### config.mk
export PLATFORM = sky130hd
export DESIGN_NAME = tracker_sweep_sequencer
export DESIGN_NICKNAME = d
export VERILOG_FILES = /design/src/rtl/tracker_sweep_sequencer_pkg.sv /design/src/rtl/tracker_sweep_sequencer_irr_peak_tracker.sv /design/src/rtl/tracker_sweep_sequencer.sv
export SDC_FILE = /design/constraint.sdc
export NUM_CORES = 1
export LEC_CHECK = 0
export ABC_CLOCK_PERIOD_IN_PS = 2100
export BUFFER_PORTS_ARGS = -buffer_cell sky130_fd_sc_hd__buf_2
export CAP_MARGIN = 20
export CORE_MARGIN = 10
export CORE_UTILIZATION = 30
export CTS_CLUSTER_DIAMETER = 100
export DETAILED_ROUTE_END_ITERATION = 10
export MAX_ROUTING_LAYER = met4
export REMOVE_ABC_BUFFERS = 1
export SYNTH_ARGS = -nofsm -noshare
export SYNTH_HDL_FRONTEND = slang
export SYNTH_SLANG_ARGS = --single-unit
### constraint.sdc
create_clock -name CLK -period 2.1 [get_ports CLK]
set_input_delay 0.315 -clock CLK [delete_from_list [all_inputs] [get_ports CLK]]
set_output_delay 0.315 -clock CLK [all_outputs]
set_load 0.02 [all_outputs]
### src/rtl/tracker_sweep_sequencer_pkg.sv
// Shared encodings and default timing for the solar tracker calibration sequencer.
package tracker_sweep_sequencer_pkg;

  typedef enum logic [2:0] {
    ST_IDLE = 3'd0,
    ST_HS   = 3'd1,
    ST_HM   = 3'd2,
    ST_VS   = 3'd3,
    ST_VM   = 3'd4,
    ST_FIN  = 3'd5
  } state_e;

  localparam logic [1:0] DIR_STOP = 2'b00;
  localparam logic [1:0] DIR_INC  = 2'b01;
  localparam logic [1:0] DIR_DEC  = 2'b10;

  localparam int unsigned PW_MIN_DEF     = 32'd5000;
  localparam int unsigned PW_LIMIT_DEF   = 32'd25000;
  localparam int unsigned IRR_W_DEF      = 32'd12;
  localparam int unsigned SETTLE_CYC_DEF = 32'd3000000;
  localparam int unsigned RECAL_CYC_DEF  = 32'd600000000;

  function automatic logic is_sweep(input state_e s);
    return (s == ST_HS) || (s == ST_VS);
  endfunction

endpackage

### src/rtl/tracker_sweep_sequencer_irr_peak_tracker.sv
// Tracks the brightest irradiance seen during one axis sweep and the pulse width where it occurred.
module irr_peak_tracker #(
  parameter int unsigned IRR_W  = 12,
  parameter int unsigned PW_MIN = 5000
) (
  input  logic             CLK,
  input  logic             RST,
  input  logic             clr,
  input  logic             sample,
  input  logic [IRR_W-1:0] irr,
  input  logic [31:0]      pw,
  output logic [31:0]      peak_nxt
);

  logic [IRR_W-1:0] best_q, best_d;
  logic [31:0]      peak_q, peak_d;

  // Strictly-greater update so ties keep the earlier, lower position.
  always_comb begin
    best_d = best_q;
    peak_d = peak_q;
    if (clr) begin
      best_d = '0;
      peak_d = 32'(PW_MIN);
    end else if (sample && (irr > best_q)) begin
      best_d = irr;
      peak_d = pw;
    end else begin
      best_d = best_q;
      peak_d = peak_q;
    end
  end

  always_ff @(posedge CLK) begin
    if (RST) begin
      best_q <= '0;
      peak_q <= 32'(PW_MIN);
    end else begin
      best_q <= best_d;
      peak_q <= peak_d;
    end
  end

  assign peak_nxt = peak_d;

endmodule

### src/rtl/tracker_sweep_sequencer.sv
// Calibration sequencer: sweeps H then V servo, returns each to its brightest position.
// Optional ST_AUTO_RECAL_EN: restarts calibration after RECAL_CYC idle cycles.
module tracker_sweep_sequencer
  import tracker_sweep_sequencer_pkg::*;
#(
  parameter int unsigned PW_MIN     = PW_MIN_DEF,
  parameter int unsigned PW_LIMIT   = PW_LIMIT_DEF,
  parameter int unsigned IRR_W      = IRR_W_DEF,
  parameter int unsigned SETTLE_CYC = SETTLE_CYC_DEF
`ifdef ST_AUTO_RECAL_EN
  , parameter int unsigned RECAL_CYC = RECAL_CYC_DEF
`endif
) (
  input  logic             CLK,
  input  logic             RST,
  input  logic             START,
  input  logic [IRR_W-1:0] IRR,
  input  logic             IRR_VALID,
  input  logic [31:0]      PW_H,
  input  logic [31:0]      PW_V,
  output logic [1:0]       DIR_H,
  output logic [1:0]       DIR_V,
  output logic             EN_H,
  output logic             EN_V,
  output logic             ES,
  output logic             MC_H,
  output logic             MC_V,
  output logic [31:0]      PW_MAX_H,
  output logic [31:0]      PW_MAX_V,
  output logic             BUSY,
  output logic             DONE,
  output logic [2:0]       STATE
);

  state_e      state_q, state_d;
  logic [31:0] cnt_q, cnt_d;
  logic [1:0]  dir_h_q, dir_h_d, dir_v_q, dir_v_d;
  logic        en_h_q, en_h_d, en_v_q, en_v_d, es_q, es_d;
  logic        mc_h_q, mc_h_d, mc_v_q, mc_v_d, busy_q, busy_d, done_q, done_d;
  logic [31:0] pw_max_h_q, pw_max_h_d, pw_max_v_q, pw_max_v_d;
  logic        trk_clr, trk_sample;
  logic [31:0] trk_pw, trk_peak_nxt;
  logic        recal_hit;

`ifdef ST_AUTO_RECAL_EN
  logic [31:0] idle_cnt_q, idle_cnt_d;

  always_comb begin
    idle_cnt_d = 32'd0;
    if ((state_q == ST_IDLE) && (state_d == ST_IDLE)) begin
      idle_cnt_d = idle_cnt_q + 32'd1;
    end else begin
      idle_cnt_d = 32'd0;
    end
  end

  always_ff @(posedge CLK) begin
    if (RST) begin
      idle_cnt_q <= 32'd0;
    end else begin
      idle_cnt_q <= idle_cnt_d;
    end
  end

  assign recal_hit = (idle_cnt_q == 32'(RECAL_CYC - 1));
`else
  assign recal_hit = 1'b0;
`endif

  // Next-state and settle counter.
  always_comb begin
    state_d = state_q;
    case (state_q)
      ST_IDLE: begin
        if (START || recal_hit) state_d = ST_HS;
        else                    state_d = ST_IDLE;
      end
      ST_HS: begin
        if (PW_H >= 32'(PW_LIMIT)) state_d = ST_HM;
        else                       state_d = ST_HS;
      end
      ST_HM: begin
        if (cnt_q == 32'(SETTLE_CYC - 1)) state_d = ST_VS;
        else                              state_d = ST_HM;
      end
      ST_VS: begin
        if (PW_V >= 32'(PW_LIMIT)) state_d = ST_VM;
        else                       state_d = ST_VS;
      end
      ST_VM: begin
        if (cnt_q == 32'(SETTLE_CYC - 1)) state_d = ST_FIN;
        else                              state_d = ST_VM;
      end
      ST_FIN:  state_d = ST_IDLE;
      default: state_d = ST_IDLE;
    endcase

    cnt_d = 32'd0;
    if (state_d != state_q) begin
      cnt_d = 32'd0;
    end else if ((state_q == ST_HM) || (state_q == ST_VM)) begin
      cnt_d = cnt_q + 32'd1;
    end else begin
      cnt_d = 32'd0;
    end
  end

  assign trk_clr    = is_sweep(state_d) && (state_d != state_q);
  assign trk_sample = is_sweep(state_q) && IRR_VALID;
  assign trk_pw     = (state_q == ST_VS) ? PW_V : PW_H;

  irr_peak_tracker #(
    .IRR_W  (IRR_W),
    .PW_MIN (PW_MIN)
  ) u_peak (
    .CLK      (CLK),
    .RST      (RST),
    .clr      (trk_clr),
    .sample   (trk_sample),
    .irr      (IRR),
    .pw       (trk_pw),
    .peak_nxt (trk_peak_nxt)
  );

  // Outputs decoded from the next state so they change on the same edge as STATE.
  always_comb begin
    dir_h_d = DIR_STOP;
    dir_v_d = DIR_STOP;
    en_h_d  = 1'b0;
    en_v_d  = 1'b0;
    es_d    = 1'b0;
    mc_h_d  = 1'b0;
    mc_v_d  = 1'b0;
    done_d  = 1'b0;
    busy_d  = (state_d != ST_IDLE);
    case (state_d)
      ST_IDLE: busy_d = 1'b0;
      ST_HS: begin
        en_h_d = 1'b1; dir_h_d = DIR_INC; es_d = 1'b1;
      end
      ST_HM: begin
        en_h_d = 1'b1; dir_h_d = DIR_DEC; mc_h_d = 1'b1;
      end
      ST_VS: begin
        en_h_d = 1'b1; dir_h_d = DIR_DEC; mc_h_d = 1'b1;
        en_v_d = 1'b1; dir_v_d = DIR_INC; es_d   = 1'b1;
      end
      ST_VM: begin
        en_h_d = 1'b1; dir_h_d = DIR_DEC; mc_h_d = 1'b1;
        en_v_d = 1'b1; dir_v_d = DIR_DEC; mc_v_d = 1'b1;
      end
      ST_FIN:  done_d = 1'b1;
      default: busy_d = 1'b0;
    endcase

    if ((state_q == ST_HS) || (state_d == ST_HS)) pw_max_h_d = trk_peak_nxt;
    else                                          pw_max_h_d = pw_max_h_q;
    if ((state_q == ST_VS) || (state_d == ST_VS)) pw_max_v_d = trk_peak_nxt;
    else                                          pw_max_v_d = pw_max_v_q;
  end

  always_ff @(posedge CLK) begin
    if (RST) begin
      state_q    <= ST_IDLE;
      cnt_q      <= 32'd0;
      dir_h_q    <= DIR_STOP;
      dir_v_q    <= DIR_STOP;
      en_h_q     <= 1'b0;
      en_v_q     <= 1'b0;
      es_q       <= 1'b0;
      mc_h_q     <= 1'b0;
      mc_v_q     <= 1'b0;
      busy_q     <= 1'b0;
      done_q     <= 1'b0;
      pw_max_h_q <= 32'(PW_MIN);
      pw_max_v_q <= 32'(PW_MIN);
    end else begin
      state_q    <= state_d;
      cnt_q      <= cnt_d;
      dir_h_q    <= dir_h_d;
      dir_v_q    <= dir_v_d;
      en_h_q     <= en_h_d;
      en_v_q     <= en_v_d;
      es_q       <= es_d;
      mc_h_q     <= mc_h_d;
      mc_v_q     <= mc_v_d;
      busy_q     <= busy_d;
      done_q     <= done_d;
      pw_max_h_q <= pw_max_h_d;
      pw_max_v_q <= pw_max_v_d;
    end
  end

  assign DIR_H    = dir_h_q;
  assign DIR_V    = dir_v_q;
  assign EN_H     = en_h_q;
  assign EN_V     = en_v_q;
  assign ES       = es_q;
  assign MC_H     = mc_h_q;
  assign MC_V     = mc_v_q;
  assign BUSY     = busy_q;
  assign DONE     = done_q;
  assign PW_MAX_H = pw_max_h_q;
  assign PW_MAX_V = pw_max_v_q;
  assign STATE    = state_q;

endmodule

==> results of run 1 <==
==> report_power, final <==
| part | switching, uW | leakage (uW) | internal, uW |
|---|---|---|---|
| sequential | 27.1 | 0.00124 | 2950 |
| combinational | 427 | 0.00259 | 384 |
| clock | 1320 | 0.000265 | 1580 |
| total | 1770 | 0.00409 | 4910 |
==> what timing repair did <==
item / 4_1_cts / 5_1_grt
gates resized for setup: 42 / 47
setup endpoints to repair: 104 / 115
cloned: 4 / 1
buffers inserted: 5 / 2
pin swaps: 18 / 6
==> metrics by stage <==
| stage | setup TNS, ns | std cells | hold slack, ns | worst slack, ns |
|---|---|---|---|---|
| 6_report | -13.55 | 1205 | 0.150 | -0.210 |
| 5_1_grt | -22.91 | 1205 | 0.151 | -0.284 |
| 4_1_cts | -14.56 | 1205 | 0.134 | -0.198 |
| 3_5_place_dp | -30.62 | 1164 | 0.438 | -0.356 |
| 3_3_place_gp | -26.54 | 1164 | 0.434 | -0.390 |
| 2_1_floorplan | -329.57 | 649 | 0.387 | -3.11 |
==> worst register-to-register path: cells and delay by family, from the launching register on <==
family	cells	cell delay, ns
fa+ha+maj	1	0.21
simple gates	1	0.12
flops	1	0.35
mux	1	0.25
compound gates	4	0.71
buf+inv	4	0.55
==> metal layers <==
layer	track usage	routed length [um]	share of wire	vias to the layer above
met3	0.0438	1390	0.067	25
met4	0.0499	360	0.017	0
li1	-	-	-	2869
met1	0.165	8730	0.42	2737
met2	0.238	10200	0.49	158
met5	-	0	0	-
==> final cells by class <==
| type | count | area [um2] | area share |
|---|---|---|---|
| Timing Repair Buffer | 244 | 1690 | 0.179 |
| Multi-Input combinational cell | 471 | 3700 | 0.391 |
| Sequential cell | 153 | 3070 | 0.325 |
| Inverter | 25 | 93.8 | 0.00992 |
| Clock inverter | 13 | 111 | 0.0118 |
| Tap cell | 280 | 350 | 0.0371 |
| Clock buffer | 19 | 443 | 0.0468 |
==> logic make-up (layout without fill, tap and decap cells) <==
| family | Yosys count | in the layout |
|---|---|---|
| AND/OR/NAND/NOR | 222 | 222 |
| flip-flops | 153 | 153 |
| multiplexers | 109 | 109 |
| AO/OA/AOI/OAI | 98 | 98 |
| buffers and inverters | 65 | 301 |
| XOR/XNOR | 29 | 29 |
| adder cells (fa/ha/maj) | 13 | 13 |
==> cell usage in the layout (no fill, tap or decap), types with 5 or more instances in the layout <==
master / instances
ha_1: 8
nor4_1: 9
ha_4: 5
mux2i_4: 18
nor3_1: 9
mux2i_1: 47
clkbuf_16: 18
nand3_1: 14
nand2_1: 45
dfxtp_1: 148
xor2_1: 17
mux2_2: 32
a21oi_1: 13
inv_6: 5
inv_1: 22
nor2_1: 89
o21ai_0: 6
nand2b_1: 7
buf_2: 157
o21ai_1: 29
o2bb2ai_1: 27
buf_12: 12
mux2i_2: 12
buf_4: 67
and4_1: 5
xnor2_1: 12
a22oi_1: 5
nand4_1: 11
a21o_1: 5
dfxtp_2: 5
==> path summary, 6_finish.rpt <==
| kind | end | cells after the start | slack [ns] |
|---|---|---|---|
| worst max-delay path | PW_MAX_H[7] | 11 | -0.21 |
| worst min-delay path | u_peak.best_q[2] | 3 | 0.15 |
| worst max register to register | PW_MAX_H[7] | 11 | -0.21 |
| worst min register to register | PW_MAX_H[20] | 2 | 0.45 |
==> flip-flops by register name, indices dropped and copies added, names as in the netlist, 2 cells and up <==
name and cells:
u_peak.best_q 12, PW_MAX_V 32, DIR_H 2, PW_MAX_H 32
STATE 3, u_peak.peak_q 32, DIR_V 2, cnt_q 32
==> Yosys cell counts, types with 2 or more instances <==
library cell    n  area share
xor2_1         17       0.022
and3_1          3      0.0028
buf_2          16       0.012
clkbuf_1       16      0.0090
nand2b_1        7      0.0065
and2_1          3      0.0028
o2bb2ai_1      27       0.035
o21ai_1        30       0.022
nor4_1         11       0.010
inv_1          25       0.014
nor2b_1         4      0.0037
ha_1           13       0.024
a22oi_1         5      0.0056
nor3_1          9      0.0067
nand3b_1        2      0.0022
nor2_1         90       0.051
nand2_1        46       0.026
nand4_1        11       0.010
buf_4           4      0.0045
dfxtp_1       153        0.46
mux2i_1        77        0.12
mux2_2         32       0.054
or4_1           2      0.0022
o211ai_1        2      0.0022
buf_6           4      0.0067
a21oi_1        14       0.010
nor4b_1         2      0.0026
o21ai_0         6      0.0045
a311oi_1        2      0.0026
or3_1           4      0.0037
and4_1          5      0.0065
nand3_1        14       0.010
a21o_1          5      0.0056
xnor2_1        12       0.016
nor3_2          2      0.0030
==> impl_metrics.toml, run 1 <==
[status]
status = "complete, but fails checks"
violations = "setup timing"

[synthesis]
synthDistinctLibCells = 49
synth_top_family_by_area = "multiplexers"
synth_adder_area_share = 0.0243
synth-edff-count = 0
ys_seq_area_frac = 0.458
synth_simple_gate_area_frac = 0.161
synth_compound_area_frac = 0.103
ys.flop_type = "dfxtp_1"
synth_seq_cells = 153
synth_area_um2 = 6690
synthMuxAreaShare = 0.169
synthCells = 689
async_flop_share = 0
yosysWarnings = 0
synth-xor-area-share = 0.0380
syn_avg_cell_area_um2 = 9.71

[sta]
hold_viol = 0
slew_headroom = 0.553
post-route-period-util = 1.10
finalCriticalPeriod_ns = 2.31
grt_setup_unrepaired = "true"
tightest_slew_ns = 0.671
clock_skew_ns = 0.0118
slew_viol_final = 0
setup-violations-final = 104
max_freq_mhz = 433
layout_setup_ws_ns = -0.210

[global_route]
antenna_found_initial = 0
grt_max_degree = 35
grt_pass1_wl_um = 32200
grt_pass1_vias = 6001
grt_usage = 0.145
overflow = 0

[min_path]
hold_path.class = "in -> reg"
min_from = "IRR[2]"

[floorplanning]
start_util = 0.305
fp-row-count = 54
fp.dieH_um = 169
dieArea_um2 = 28700
coreArea_um2 = 21900
ioPinCount = 158
die-width_um = 169

[placement]
dp_hpwl_um = 14700
place_congestion = 0.845
io_buffers = 157
dpl-instance-area_um2 = 8330

[finish]
syn2layout_area_growth_pct = 41.4
fin_area_um2 = 9460
n_fill_cell = 2129
drive_gt1_frac = 0.399
antenna_cells = 0
final_core_util = 0.432
num-nets-final = 1005

[cts]
root_buffer = "clkbuf_16"
clkTransAtPathRegs_ns = 0.06
clk_latency_ns = 0.43
htreeDepth = 4
clockBufferDepth = 2
numCtsBuffers = 17
cts.sink_count = 153
ctsHoldBuffers = 0
cts_tree = "yes"

[detailed_routing]
drtIter0Drc = 337
via_per_inst = 4.80
remaining_drc_errors = 0
avgRoutedWirePerCell_um = 17.1
ant_nets = 0
wl_um = 20700
route.vias.total = 5789
drtPass1Iterations = 4

[setup_path]
timing.rr.start = "u_peak.best_q[1]"
cp-end-kind = "flop"
cp_slowest_stage_delay_ns = 0.35
start_kind = "flop"
cpMaxStageDelayCell = "dfxtp_2"
startpoint = "u_peak.best_q[1]"
crit_buf_inv = 4
required_ns = 2.40
cp_top_family = "compound AO/OA/AOI/OAI gates"
path_cells = "inv_2 -> ha_4 -> nor2b_4 -> o211ai_1 -> a211oi_2 -> o41ai_4 -> buf_6 -> buf_12 -> buf_12 -> mux2i_2 -> a21oi_1"
crit_fanout = 8
arrival_ns = 2.61
setup.worst_path.class = "reg -> reg"
cpMostUsedCell = "buf_12"

[power]
leakage_uw = 0.00409
pwr_density_cell_nw_per_um2 = 706
total_power_uw = 6680
ir_drop_uv = 528

[job]
cap_violations = 0
(Power assumes the default switching activity.)
==> inputs of run 2 (changes only) <==
Settings changed: CELL_PAD_IN_SITES_DETAIL_PLACEMENT set to 1, CELL_PAD_IN_SITES_GLOBAL_PLACEMENT set to 2, PLACE_DENSITY_LB_ADDON set to 0.1.
==> run 2 against run 1 <==
Net effect:
- the run still ends with setup timing left
- core utilization shrank 0.73 points
- die area is the same
- cell count down 1.2%
- critical endpoint is now PW_MAX_V[31]
==> impl_metrics.toml, run 2 (synthesis gave the netlist of run 1 again) <==
[sta]
grt_setup_unrepaired = "true"
slew_viol_final = 0
clock_skew_ns = 0.0127
finalCriticalPeriod_ns = 2.27
slew_headroom = 0.327
layout_setup_ws_ns = -0.167
setup-tns-final_ns = -9.24
max_freq_mhz = 441
worst_hold_slack_ns = 0.148
setup-violations-final = 100
post-route-period-util = 1.08
hold_viol = 0
tightest_slew_ns = 1.00

[floorplanning]
coreArea_um2 = 21900
die-width_um = 169
dieArea_um2 = 28700
fp-row-count = 54
ioPinCount = 158
fp.dieH_um = 169
start_util = 0.305

[cts]
clkTransAtPathRegs_ns = 0.07
clk_latency_ns = 0.43
clockBufferDepth = 2
ctsHoldBuffers = 0
root_buffer = "clkbuf_16"
numCtsBuffers = 17
htreeDepth = 4
cts_tree = "yes"
cts.sink_count = 153

[detailed_routing]
via_per_inst = 4.82
avgRoutedWirePerCell_um = 19.0
route.vias.total = 5739
drtPass1Iterations = 4
drtIter0Drc = 177
remaining_drc_errors = 0
wl_um = 22600
ant_nets = 0

[finish]
n_fill_cell = 2520
drive_gt1_frac = 0.403
final_cell_mix = "157 x buf_2, 149 x dfxtp_1, 89 x nor2_1"
final_common_cell = "buf_2"
syn2layout_area_growth_pct = 39.0
multi_input_area_um2 = 3740
num-nets-final = 989
seq_area_um2 = 3070

[placement]
place_congestion = 0.813
post-place-ws_ns = -0.386
dp_hpwl_um = 16300
io_buffers = 157

[status]
violations = "setup timing"
status = "complete, but fails checks"

[setup_path]
cp-end-kind = "flop"
required_ns = 2.38
crit_fanout = 18
worst_r2r_path_depth = 10
arrival_ns = 2.55
setup.worst_path.class = "reg -> reg"
start_kind = "flop"

[global_route]
grt_pass1_wl_um = 35600
overflow = 0
grt_pass1_vias = 6393
antenna_found_initial = 0
grt_usage = 0.161
grt_max_degree = 33

[min_path]
holdPathStages = 3
hold_path.class = "in -> reg"

[job]
cap_violations = 0

[power]
ir_drop_uv = 523
pwr_density_cell_nw_per_um2 = 742
leakage_uw = 0.00397
total_power_uw = 6900
run 2: path summary, 6_finish.rpt:
kind | slack, ns | start | end
max | -0.17 | u_peak.best_q[9] | PW_MAX_V[31]
min | 0.15 | IRR[0] | u_peak.best_q[0]
min reg2reg | 0.45 | PW_MAX_H[23] | PW_MAX_H[23]
max reg2reg | -0.17 | u_peak.best_q[9] | PW_MAX_V[31]
run 2: layout make-up:
type / count / area share
sequential: 153 / 0.330
tap: 280 / 0.0377
clock inverter: 14 / 0.0175
antenna: 1 / 0.000269
inverter: 25 / 0.0101
timing repair buffer: 227 / 0.156
multi-input combinational: 472 / 0.402
clock buffer: 18 / 0.0462
run 2: stage by stage:
stage,utilization,area [um2],instances
global route,0.425,9290,1189
finish,0.425,9300,1190
global placement,0.375,8210,1151
floorplan,-,6470,649
CTS,0.416,9100,1188
detailed placement,0.375,8210,1151
run 2: power by group:
part           total [uW]  switching, uW  internal (uW)
clock                3150           1370           1780
combinational         777            431            346
sequential           2970           29.8           2940
total                6900           1830           5070
run 2: layer usage:
metal  vias up  routed length [um]  track usage
li1       2824                   -            -
met1      2804               10100        0.191
met2        92               11500        0.271
met3        19                 831       0.0350
met4         0                 232       0.0432
met5         -                   0            -
run 2: worst max-delay path, stage by stage (launching register included):
cell       delay (ns)
dfxtp_2          0.33
inv_2            0.04
ha_4             0.21
a21o_1           0.17
a21oi_2          0.15
nor2b_2          0.07
o41ai_4          0.40
buf_12           0.20
buf_16           0.19
mux2i_1          0.23
o2bb2ai_1        0.10
run 2: what timing repair did:
item	4_1_cts	5_1_grt
setup endpoints to repair	115	116
gates resized for setup	50	42
pin swaps	16	12
gates cloned	2	0
buffers inserted	4	3
==> inputs of run 3 (changes only) <==
--- a/config.mk
+++ b/config.mk
@@ -14,3 +14,3 @@
 export CORE_UTILIZATION = 30
-export CTS_CLUSTER_DIAMETER = 100
+export CTS_CLUSTER_DIAMETER = 80
 export DETAILED_ROUTE_END_ITERATION = 10
==> constraint.sdc (replaced) <==
create_clock -name CLK -period 2.1 [get_ports CLK]
set_input_delay 0.42 -clock CLK [delete_from_list [all_inputs] [get_ports CLK]]
set_output_delay 0.42 -clock CLK [all_outputs]
set_load 0.02 [all_outputs]
==> run 3 against run 2 <==
Net effect:
- the flow still finishes with violations (setup timing)
- critical path depth increased by 2
- clock-buffer cell count unchanged
- combinational power is 3% higher
- first-iteration DRC count rose by 6.8%
- die area stayed put
- fmax down 3.4%
- largest cell class unchanged
==> impl_metrics.toml, run 3 (synthesis gave the netlist of run 1 again) <==
[status]
status = "complete, but fails checks"
violations = "setup timing"

[floorplanning]
start_util = 0.305
ioPinCount = 158
fp.dieH_um = 169
dieArea_um2 = 28700
die-width_um = 169
fp-row-count = 54
coreArea_um2 = 21900

[sta]
layout_setup_ws_ns = -0.248
slew_headroom = 0.518
max_freq_mhz = 426
tightest_slew_ns = 0.723
slew_viol_final = 0
clock_skew_ns = 0.00976
post-route-period-util = 1.12
hold_viol = 0
grt_setup_unrepaired = "true"
setup-violations-final = 108
worst_hold_slack_ns = 0.257
finalCriticalPeriod_ns = 2.35

[detailed_routing]
drtIter0Drc = 189
via_per_inst = 4.87
avgRoutedWirePerCell_um = 18.8
remaining_drc_errors = 0
ant_nets = 0
route.vias.total = 5874
drtPass1Iterations = 4
wl_um = 22700

[setup_path]
crit_buf_inv = 6
required_ns = 2.39
cp_top_family = "buffers and inverters"
setup.worst_path.class = "reg -> reg"
cp-end-kind = "flop"
crit_fanout = 6
cpMostUsedCell = "buf_6"
arrival_ns = 2.64
start_kind = "flop"
cpMaxStageDelayCell = "o311a_1"
path_cells = "inv_2 -> ha_4 -> buf_6 -> nand4_1 -> o311a_1 -> o41ai_4 -> buf_6 -> buf_12 -> buf_4 -> buf_8 -> mux2i_2 -> o21ai_1"
cp_slowest_stage_delay_ns = 0.42

[placement]
place_congestion = 0.805
dp_hpwl_um = 16400
io_buffers = 157

[power]
pwr_density_cell_nw_per_um2 = 733
p_int_uw = 5200
leakage_uw = 0.00413
pwr-share-clk = 0.454
combPwrFrac = 0.115
p_seq_frac = 0.431
ir_drop_uv = 534
p_sw_uw = 1710
swShare = 0.247

[global_route]
grt_usage = 0.160
overflow = 0
grt_max_degree = 33
antenna_found_initial = 0
grt_pass1_wl_um = 35400
grt_pass1_vias = 6470

[finish]
antenna_cells = 0
syn2layout_area_growth_pct = 40.9
final_cell_mix = "157 x buf_2, 149 x dfxtp_1, 89 x nor2_1"
final_core_util = 0.430
drive_gt1_frac = 0.394
n_fill_cell = 2523
final_common_cell = "buf_2"
num-nets-final = 1007

[min_path]
hold_path.class = "in -> reg"

[cts]
ctsHoldBuffers = 0
numCtsBuffers = 17
htreeDepth = 4
clk_latency_ns = 0.42
cts_tree = "yes"
root_buffer = "clkbuf_16"
cts.sink_count = 153
clkTransAtPathRegs_ns = 0.06
clockBufferDepth = 2

[job]
cap_violations = 0
-- run 3: worst reg2reg max path: stages (launching register included) --
cell and delay (ns):
dfxtp_2 0.33, inv_2 0.04, ha_4 0.26, buf_6 0.08, nand4_1 0.15, o311a_1 0.42
o41ai_4 0.06, buf_6 0.17, buf_12 0.14, buf_4 0.12, buf_8 0.12, mux2i_2 0.23
o21ai_1 0.08
-- run 3: through the flow --
step / area [um2] / power, uW / instances / TNS [ns] / setup slack [ns]
4_1_cts: 9190 / 6970 / 1201 / -14.13 / -0.210
6_report: 9420 / 6910 / 1206 / -16.89 / -0.248
3_3_place_gp: 8320 / 3730 / 1166 / -37.22 / -0.433
5_1_grt: 9420 / 7190 / 1206 / -28.44 / -0.350
2_1_floorplan: 6470 / 3380 / 649 / -339.48 / -3.20
3_5_place_dp: 8320 / 3750 / 1166 / -43.40 / -0.450
-- run 3: layout make-up --
cell class / instances / area, um2 / area share
flip-flops and latches: 153 / 3070 / 0.326
clock buffers: 18 / 439 / 0.0466
multi-input cells: 472 / 3670 / 0.390
inverters: 25 / 93.8 / 0.00996
repair buffers: 245 / 1650 / 0.175
clock inverters: 13 / 153 / 0.0162
well taps: 280 / 350 / 0.0372
-- run 3: final timing paths --
| check | startpoint | end | slack [ns] | cells past startpoint |
|---|---|---|---|---|
| setup / recovery | u_peak.best_q[9] | PW_MAX_H[17] | -0.25 | 12 |
| hold / removal | IRR[7] | u_peak.best_q[7] | 0.26 | 3 |
| setup reg to reg | u_peak.best_q[9] | PW_MAX_H[17] | -0.25 | 12 |
| hold reg to reg | PW_MAX_H[0] | PW_MAX_H[0] | 0.46 | 2 |
-- run 3: metal layers --
metal | share of wire | GRT usage
met3 | 0.044 | 0.0359
met5 | 0 | -
met2 | 0.51 | 0.277
met1 | 0.44 | 0.182
met4 | 0.0097 | 0.0413
-- run 3: power groups by stage --
| stage | registers [uW] | clock network (uW) | logic (uW) |
|---|---|---|---|
| after floorplan | 3070 | 0 | 306 |
| after global placement | 3040 | 0 | 696 |
| final | 2980 | 3130 | 797 |
| after CTS | 2970 | 3220 | 769 |
| after global routing | 2980 | 3350 | 864 |
| after detailed placement | 3040 | 0 | 709 |
-- run 3: repair_timing --
action	CTS	global route
setup endpoints to repair	114	115
gates cloned	2	2
pin swaps	0	4
resized for setup	46	32
buffers inserted	2	4
